[src/rtl/moore_seq_gen_if.sv]
// ---------------------------------------------------------------------------
// moore_seq_gen_if
// Request / serial-stream bundle for the moore_seq_gen pattern generator.
//   start   : request, sampled only while the generator is idle
//   pattern : WIDTH-bit word to send, captured when start is accepted
//   reps    : repetition count (0 behaves as 1)
//   busy    : generator is in a non-idle state
//   w       : serial data bit, 0 whenever w_valid is low
//   w_valid : a pattern (or parity) bit is on w
//   done    : one-cycle pulse after the final bit
// master modport : requester side; slave modport : generator side.
// ---------------------------------------------------------------------------
interface moore_seq_gen_if #(
    parameter int WIDTH  = 8,
    parameter int REPS_W = 4
);
    logic              start;
    logic [WIDTH-1:0]  pattern;
    logic [REPS_W-1:0] reps;
    logic              busy;
    logic              w;
    logic              w_valid;
    logic              done;

    modport master (
        output start, pattern, reps,
        input  busy, w, w_valid, done
    );

    modport slave (
        input  start, pattern, reps,
        output busy, w, w_valid, done
    );
endinterface

[src/rtl/moore_seq_gen.sv]
// ---------------------------------------------------------------------------
// moore_seq_gen
// Moore serial pattern generator. Captures a parallel pattern on start,
// shifts it out MSB-first, repeats it max(reps,1) times with GAP idle cycles
// between repetitions, then pulses done and returns to idle.
// Ports:
//   i_clk : rising-edge clock
//   i_rst : asynchronous active-high reset
//   bus   : moore_seq_gen_if.slave (start/pattern/reps in, busy/w/w_valid/done out)
// Optional feature macro: SEQ_GEN_PARITY_EN -- appends an even-parity bit
// after the LSB of every repetition (frame length WIDTH+1).
// ---------------------------------------------------------------------------
module moore_seq_gen #(
    parameter int WIDTH  = 8,
    parameter int REPS_W = 4,
    parameter int GAP    = 2
) (
    input  logic          i_clk,
    input  logic          i_rst,
    moore_seq_gen_if.slave bus
);
`ifdef SEQ_GEN_PARITY_EN
    localparam int FRAME_L = WIDTH + 1;
`else
    localparam int FRAME_L = WIDTH;
`endif
    localparam int BIT_W = $clog2(FRAME_L);
    localparam int GAP_W = (GAP > 1) ? $clog2(GAP) : 1;
    localparam logic [BIT_W-1:0] BIT_LAST = BIT_W'(FRAME_L - 1);
    localparam logic [GAP_W-1:0] GAP_LAST = GAP_W'((GAP > 0) ? GAP - 1 : 0);

    typedef enum logic [1:0] {
        S_IDLE,
        S_SHIFT,
        S_GAP,
        S_DONE
    } state_t;

    state_t              r_state, w_state_n;
    logic [FRAME_L-1:0]  r_shift, w_shift_n;
    logic [FRAME_L-1:0]  r_pat, w_pat_n;
    logic [BIT_W-1:0]    r_bit, w_bit_n;
    logic [REPS_W-1:0]   r_rep, w_rep_n;
    logic [GAP_W-1:0]    r_gap, w_gap_n;
    logic                r_busy, r_w, r_w_valid, r_done;
    logic                w_busy_n, w_w_n, w_valid_n, w_done_n;
    logic [FRAME_L-1:0]  w_load;

    // The parity bit rides at the LSB of the frame word so it leaves the
    // shifter right after the pattern LSB with no extra muxing.
`ifdef SEQ_GEN_PARITY_EN
    assign w_load = {bus.pattern, ^bus.pattern};
`else
    assign w_load = bus.pattern;
`endif

    always_ff @(posedge i_clk or posedge i_rst) begin
        if (i_rst) begin
            r_state   <= S_IDLE;
            r_shift   <= '0;
            r_pat     <= '0;
            r_bit     <= '0;
            r_rep     <= '0;
            r_gap     <= '0;
            r_busy    <= 1'b0;
            r_w       <= 1'b0;
            r_w_valid <= 1'b0;
            r_done    <= 1'b0;
        end else begin
            r_state   <= w_state_n;
            r_shift   <= w_shift_n;
            r_pat     <= w_pat_n;
            r_bit     <= w_bit_n;
            r_rep     <= w_rep_n;
            r_gap     <= w_gap_n;
            r_busy    <= w_busy_n;
            r_w       <= w_w_n;
            r_w_valid <= w_valid_n;
            r_done    <= w_done_n;
        end
    end

    always_comb begin
        w_state_n = r_state;
        w_shift_n = r_shift;
        w_pat_n   = r_pat;
        w_bit_n   = r_bit;
        w_rep_n   = r_rep;
        w_gap_n   = r_gap;
        case (r_state)
            S_IDLE: begin
                if (bus.start) begin
                    w_pat_n   = w_load;
                    w_shift_n = w_load;
                    w_rep_n   = (bus.reps == '0) ? REPS_W'(1) : bus.reps;
                    w_bit_n   = '0;
                    w_state_n = S_SHIFT;
                end
            end
            S_SHIFT: begin
                if (r_bit == BIT_LAST) begin
                    if (r_rep > REPS_W'(1)) begin
                        w_rep_n   = r_rep - 1'b1;
                        w_shift_n = r_pat;
                        w_bit_n   = '0;
                        w_gap_n   = '0;
                        w_state_n = (GAP == 0) ? S_SHIFT : S_GAP;
                    end else begin
                        w_state_n = S_DONE;
                    end
                end else begin
                    w_shift_n = {r_shift[FRAME_L-2:0], 1'b0};
                    w_bit_n   = r_bit + 1'b1;
                end
            end
            S_GAP: begin
                if (r_gap == GAP_LAST) begin
                    w_state_n = S_SHIFT;
                end else begin
                    w_gap_n = r_gap + 1'b1;
                end
            end
            S_DONE: begin
                w_state_n = S_IDLE;
            end
            default: begin
                w_state_n = S_IDLE;
            end
        endcase
    end

    // Outputs are registered from next-state values, so they line up with
    // the state they describe while having no input-to-output path.
    always_comb begin
        w_busy_n  = (w_state_n != S_IDLE);
        w_valid_n = (w_state_n == S_SHIFT);
        w_w_n     = w_valid_n & w_shift_n[FRAME_L-1];
        w_done_n  = (w_state_n == S_DONE);
    end

    assign bus.busy    = r_busy;
    assign bus.w       = r_w;
    assign bus.w_valid = r_w_valid;
    assign bus.done    = r_done;
endmodule

[src/flat_wrapper.sv]
// flat-port wrapper written by rule: the top's interface ports become plain ports
module moore_seq_gen_flat 
#(
    parameter int WIDTH  = 8,
    parameter int REPS_W = 4,
    parameter int GAP    = 2
)
  (i_clk, i_rst, bus_start, bus_pattern, bus_reps, bus_busy, bus_w, bus_w_valid, bus_done);
  moore_seq_gen_if #(.WIDTH(WIDTH), .REPS_W(REPS_W)) bus_i ();
  input  logic i_clk;
  input  logic i_rst;
  input wire logic [$bits(bus_i.start)-1:0] bus_start;
  input wire logic [$bits(bus_i.pattern)-1:0] bus_pattern;
  input wire logic [$bits(bus_i.reps)-1:0] bus_reps;
  output wire logic [$bits(bus_i.busy)-1:0] bus_busy;
  output wire logic [$bits(bus_i.w)-1:0] bus_w;
  output wire logic [$bits(bus_i.w_valid)-1:0] bus_w_valid;
  output wire logic [$bits(bus_i.done)-1:0] bus_done;
  assign bus_i.start = bus_start;
  assign bus_i.pattern = bus_pattern;
  assign bus_i.reps = bus_reps;
  assign bus_busy = bus_i.busy;
  assign bus_w = bus_i.w;
  assign bus_w_valid = bus_i.w_valid;
  assign bus_done = bus_i.done;
  moore_seq_gen #(.WIDTH(WIDTH), .REPS_W(REPS_W), .GAP(GAP)) u_core (.i_clk(i_clk), .i_rst(i_rst), .bus(bus_i));
endmodule
[config.mk]
export PLATFORM = sky130hd
export DESIGN_NAME = moore_seq_gen_flat
export DESIGN_NICKNAME = d
export VERILOG_FILES = /design/src/rtl/moore_seq_gen_if.sv /design/src/rtl/moore_seq_gen.sv /design/src/flat_wrapper.sv
export SDC_FILE = /design/constraint.sdc
export NUM_CORES = 1
export LEC_CHECK = 0
export BUFFER_PORTS_ARGS = -buffer_cell sky130_fd_sc_hd__buf_2
export CAP_MARGIN = 20
export CORE_UTILIZATION = 50
export CTS_CLUSTER_DIAMETER = 150
export DETAILED_ROUTE_END_ITERATION = 8
export GPL_TIMING_DRIVEN = 0
export HOLD_SLACK_MARGIN = 0.12
export PLACE_DENSITY = 0.82
export SLEW_MARGIN = 25
export SYNTH_ARGS = -nofsm -noshare
export SYNTH_HDL_FRONTEND = slang
export SYNTH_SLANG_ARGS = --single-unit
[constraint.sdc]
create_clock -name i_clk -period 2.55 [get_ports i_clk]
set_input_delay 0 -clock i_clk [delete_from_list [all_inputs] [get_ports i_clk]]
set_output_delay 0 -clock i_clk [all_outputs]
set_load 0.05 [all_outputs]
=== Yosys cells after proc, flatten, opt, wreduce, memory -nomap -nowiden ===
Index checks and enable logic that the tools add are counted.

* $add $sub $neg: 3
* Order comparisons: 1
* Eq/ne operators: 10
* Mux-type cells: 22
* Bitwise operators: 1
* Reduce and logical (&&, ||, !) cells: 9

{| class="wikitable"
|+ Operator list
! cell !! number
|-
| $mux 8 || 3
|-
| $mux 4 || 4
|-
| $pmux 8 s2 || 1
|-
| $mux 3 || 3
|-
| $pmux 2 s4 || 1
|-
| $pmux 4 s2 || 1
|-
| $eq 2x2->1 const B || 3
|-
| $mux 2 || 3
|-
| $pmux 3 s2 || 1
|-
| $reduce_and 3->1 || 2
|-
| $reduce_bool 2->1 || 3
|-
| $eq 2x1->1 const B || 2
|-
| $gt 4x1->1 const B || 1
|-
| $logic_not 4->1 || 1
|-
| $mux 1 || 4
|-
| $ne 2x1->1 const B || 2
|-
| $reduce_and 4->1 || 1
|-
| $sub 4x1->4 const B || 1
|-
| $add 3x1->3 const B || 1
|-
| $eq 3x3->1 const B || 1
|-
| $ne 3x3->1 const B || 1
|-
| $logic_not 2->1 || 1
|-
| $ne 2x2->1 const B || 1
|-
| $pmux 1 s2 || 1
|-
| 3 further kinds || 3
|}

* Bits in registers: 30
* Input bits: 15
* Word-level logic and storage cells: 57

=== Depth between registers and ports, before layout ===
* Depth after elaboration: 6
* Gate-level depth with buffers: 8
* Depth with buffers taken out: 6

=== Worst setup path before layout ===
Ideal clock, no wire load.

* Kind: flip-flop to flip-flop
* Start point: reg u_core.r_rep[0]
* End point: reg u_core.r_w, in the netlist u_core.bus.w
* Library setup time: 0.143 ns
* Arrival time: 1.747 ns
* Required time: 2.407 ns
* Path slack: 0.660 ns
* Cell stages (with the launch flop): 8
* Buffers on the path: 1
* Path through: dfrtp_1 > inv_1 > ha_1 > or2_1 > buf_6 > a41o_4 > a221o_1 > nor3b_2

* Elaborated cells between the ends (all ways): 9
* Those cells by class: order compare (1); eq/ne (1); mux (6); bitwise (1)

{| class="wikitable"
|+ RTL lines
! item !! line !! text
|-
| start: declaration || moore_seq_gen.sv:43 || <nowiki>logic [REPS_W-1:0] r_rep, w_rep_n;</nowiki>
|-
| start signal: assignment || moore_seq_gen.sv:74 || <nowiki>r_rep <= w_rep_n;</nowiki>
|-
| $gt 4x1->1 || moore_seq_gen.sv:102 || <nowiki>if (r_rep > REPS_W'(1)) begin</nowiki>
|-
| $mux 8 || moore_seq_gen.sv:102 ||
|-
| $mux 8 || moore_seq_gen.sv:101 || <nowiki>if (r_bit == BIT_LAST) begin</nowiki>
|-
| $pmux 8 s2 || moore_seq_gen.sv:90 || <nowiki>case (r_state)</nowiki>
|-
| via u_core.w_shift_n[7] || moore_seq_gen.sv:40 || <nowiki>logic [FRAME_L-1:0] r_shift, w_shift_n;</nowiki>
|-
| $and 1x1->1 || moore_seq_gen.sv:137 || <nowiki>w_w_n = w_valid_n & w_shift_n[FRAME_L-1];</nowiki>
|-
| via u_core.w_w_n || moore_seq_gen.sv:46 || <nowiki>logic w_busy_n, w_w_n, w_valid_n, w_done_n;</nowiki>
|-
| end signal: assignment || moore_seq_gen.sv:77 || <nowiki>r_w <= w_w_n;</nowiki>
|-
| end: declaration || moore_seq_gen.sv:45 || <nowiki>logic r_busy, r_w, r_w_valid, r_done;</nowiki>
|}

The timed path passes the listed nets, and every way through them passes these cells. The select of a mux whose other input is x is not followed.
A chain may end at the register's enable or synchronous reset.

=== Worst setup path after layout ===
* Start point: reg u_core.r_state[1]
* End point: reg u_core.r_rep[0]

* Word-level cells in the longest chain between the ends: 3
* Elaborated cells between the ends (all ways): 8
* Those cells by class: eq/ne (4); mux (1); reduce/logical (3)

{| class="wikitable"
|+ Ends and longest elaborated chain
! item !! line !! text
|-
| start: declaration || moore_seq_gen.sv:39 || <nowiki>state_t r_state, w_state_n;</nowiki>
|-
| start signal: assignment || moore_seq_gen.sv:70 || <nowiki>r_state <= w_state_n;</nowiki>
|-
| $eq 2x1->1 or $logic_not 2->1 (tied branches) || moore_seq_gen.sv:90 ||
|-
| $ne 2x1->1 (no source line), or another cell as far along || - ||
|-
| $reduce_and 4->1 (no source line) || - ||
|}

Several ways; a longest one is shown, not always the timed one.

==> summary.txt <==
Global route
  – Vias in the first global route: between 1000 and 1500
  – First-pass GRT wire length: around 5300 um
  – Initial antenna violation count: 0
  – Grt total ovfl: 0
  – Largest net degree at the start of global routing: 31
  – Total track usage: between 20% and 30%

Synth
  – Synth warnings: 0
  – Most area-hungry cell type in the Yosys netlist: dfrtp_1
  – Mapped Nets: 162
  – Sequential share of the synthesized area: about half
  – Ranking of synthesized cells by area: dfrtp_1, mux2_2, ha_1
  – Cells after synthesis: 140
  – Syn avg cell area: roughly 11 um2
  – Netlist cell types: 33
  – Top FF cell, synth: dfrtp_1
  – Synthesis-stage register bit count: 30
  – Post-synth ARST share: 100%
  – Mapped Area: between 0.0015 and 0.002 mm2
  – Post-synth EDFFs: 0
  – Share of the synthesized area in the top cell type: about 50%

Finish
  – Synth-to-layout area growth: 24.6%
  – Post-layout util: between 60% and 70%
  – Share of post-route cells with drive strength above 1: 25.9%
  – Final net count: approximately 200
  – Diodes inserted: 0

STA
  – Fin crit share: 95.0%
  – Fin Setup TNS: 0 ps
  – Final WS setup: approximately 130 ps
  – Final setup viols: 0
  – Clk_skew: 9.19 ps
  – Final Hold Violating Endpoints: 0
  – Slew Viols, Final: 0
  – Fmax: 0.413 GHz
  – Final Critical Period: between 2000 and 2500 ps
  – Worst Max-Slew Pin Slew: 712 ps
  – Rel. slew slack: 51.8%

Clocking
  – Worst-Skew Late Latency: roughly 340 ps
  – Clock slew at reported path FFs: 100 ps
  – H-tree Lvls: 2
  – Bufs on Longest Clock Path: 2
  – Clock Sinks: 30
  – Root Buffer: clkbuf_4
  – CTS tree: yes
  – Total CTS buffers: 5

Pwr
  – P_leak: ~0.00087 uW
  – Pwr/cell area: approximately 1100 mW/mm2
  – Overall Power: ~2100 uW
  – Max VDD drop: ~0.52 mV

Critical path
  – RR Endpoint: u_core.r_rep[0]
  – Crit start category: register
  – Slowest-stage cell, CP: dlygate4sd3_1
  – Crit-path max cell delay: between 500 and 600 ps
  – Crit path DAT: about 2700 ps
  – Max Fanout on Critical Path: 10
  – Worst R2R Path Depth: 8
  – R2R Setup Slk: 130 ps
  – CP Capture Type: register
  – Crit path cell chain: inv_1 > ha_1 > buf_2 > mux2i_2 > a311oi_4 > o311ai_0 > o21ai_0 > dlygate4sd3_1
  – Reg2Reg Launch Point: u_core.r_state[1]
  – Crit path kind: reg -> reg
  – Critical Path RT: 2830 ps

Detailed routing
  – Drt drc: 4
  – Initial DRC count: about 60
  – Vias per std cell: between 5 and 6
  – Total Wirelength: between 3000 and 4000 um
  – Post-DRT Antenna Nets: 0
  – Average wire per standard cell: 14.3 um
  – DR pass1 iterations: 7
  – Vias: around 1200

Place
  – # port buffers: 18
  – Routability cong.: around 0.75
  – Placement Setup Slack: 435 ps
  – Post-DP HPWL: roughly 2000 um

Min path
  – Worst min-delay path class: in -> async

Floorplan
  – Height of the die: between 50 and 60 um
  – Ports: 19
  – Die outline area: ~0.0032 mm2
  – Die width: 57.0 um
  – Core area: around 0.0028 mm2
  – Initial core utilization: between 50 and 60%
  – FP Rows: 19

Status
  – Outcome: complete, but fails checks
  – Failing checks: DRC

Flow run
  – Max-cap violations: 0
layer usage:
metal / part of all wire (%) / GRT usage (%) / vias to the layer above
met4: 3.0 / 16.4 / 0
met3: 5.1 / 4.99 / 10
met2: 49 / 35.0 / 35
met1: 43 / 26.7 / 587
li1: - / - / 596
met5: 0 / 0 / -
synth_stat cells, drive strengths merged, types with 2 or more instances:
master,instances
ha,7
a21oi,5
nor2,7
o21ai,13
nor3,2
o21a,2
o311ai,2
buf,5
a22o,2
a41oi,2
mux2i,2
nand2b,3
mux2,9
dfrtp,30
nand2,15
inv,9
a222oi,6
nand3,5
clkbuf,2
layout make-up:
class	count	area (um2)
tap	31	38.8
inverter	9	33.8
multi-input combinational	94	693
timing repair buffer	37	270
clock buffer	7	55.1
buffer	7	38.8
sequential	30	751
fill	229	920
clock inverter	1	5.00
how the worst max path moves through the flow:
| stage | start | endpoint | slack, ps | cells after the start |
|---|---|---|---|---|
| floorplan | u_core.r_rep[0] | u_core.bus.w | 660 | 7 |
| global placement | u_core.r_rep[0] | u_core.bus.w | 480 | 7 |
| detailed placement | u_core.r_rep[0] | u_core.r_shift[1] | 440 | 7 |
| CTS | u_core.r_rep[0] | u_core.r_rep[0] | 100 | 8 |
| global route | u_core.r_state[1] | u_core.r_rep[0] | -10 | 8 |
| finish | u_core.r_state[1] | u_core.r_rep[0] | 130 | 8 |
cells by family after synthesis:
logic type / after synthesis / share of synthesized area [%]
flip-flops: 30 / 49.6
multiplexers: 11 / 8.02
AO/OA/AOI/OAI: 38 / 19.8
adder cells (fa/ha/maj): 7 / 5.79
buffers and inverters: 16 / 4.80
AND/OR/NAND/NOR: 38 / 12.0
sequential cells by signal (all words and copies together), names as in the netlist, 2 cells and up:
register and cells:
u_core.r_pat 8, u_core.r_shift 8, u_core.r_rep 4, u_core.r_bit 3
u_core.r_state 2
timing repair:
item	4_1_cts	5_1_grt
endpoints found under the hold margin	51	0
resized for setup	0	1
hold buffers	15	0
setup buffers	0	4
setup endpoints to repair	0	1
placed cells by master, fill, tap and decap left out, types with 4 or more instances in the layout:
master	synthesis	routed
buf_2	4	22
a222oi_1	6	6
inv_1	9	8
dfrtp_1	30	30
o21ai_0	13	13
dlygate4sd3_1	0	15
clkbuf_4	0	5
nand2_1	15	15
a21oi_1	5	5
buf_4	0	4
mux2_2	9	9
ha_1	7	7
nor2_1	7	7
nand3_1	5	5
critical path: cells and delay by family, from the launching register on:
kind	cells	cell delay, ps
AO/OA/AOI/OAI	3	710
adder cells (fa/ha/maj)	1	160
buffers and inverters	3	920
flip-flops	1	400
multiplexers	1	160
power breakdown:
group	total, uW	internal [uW]	switching, uW
sequential	791	676	115
combinational	1060	461	599
clock	296	133	163
total	2150	1270	877
stage by stage:
stage,cell area [um2],hold slack [ps],std cells
finish,1890,271,216
global route,1890,361,216
CTS,1850,288,212
detailed placement,1640,112,189
global placement,1640,249,189
floorplan,1510,90.8,140
Note: power is estimated with default switching activity, not from simulation.
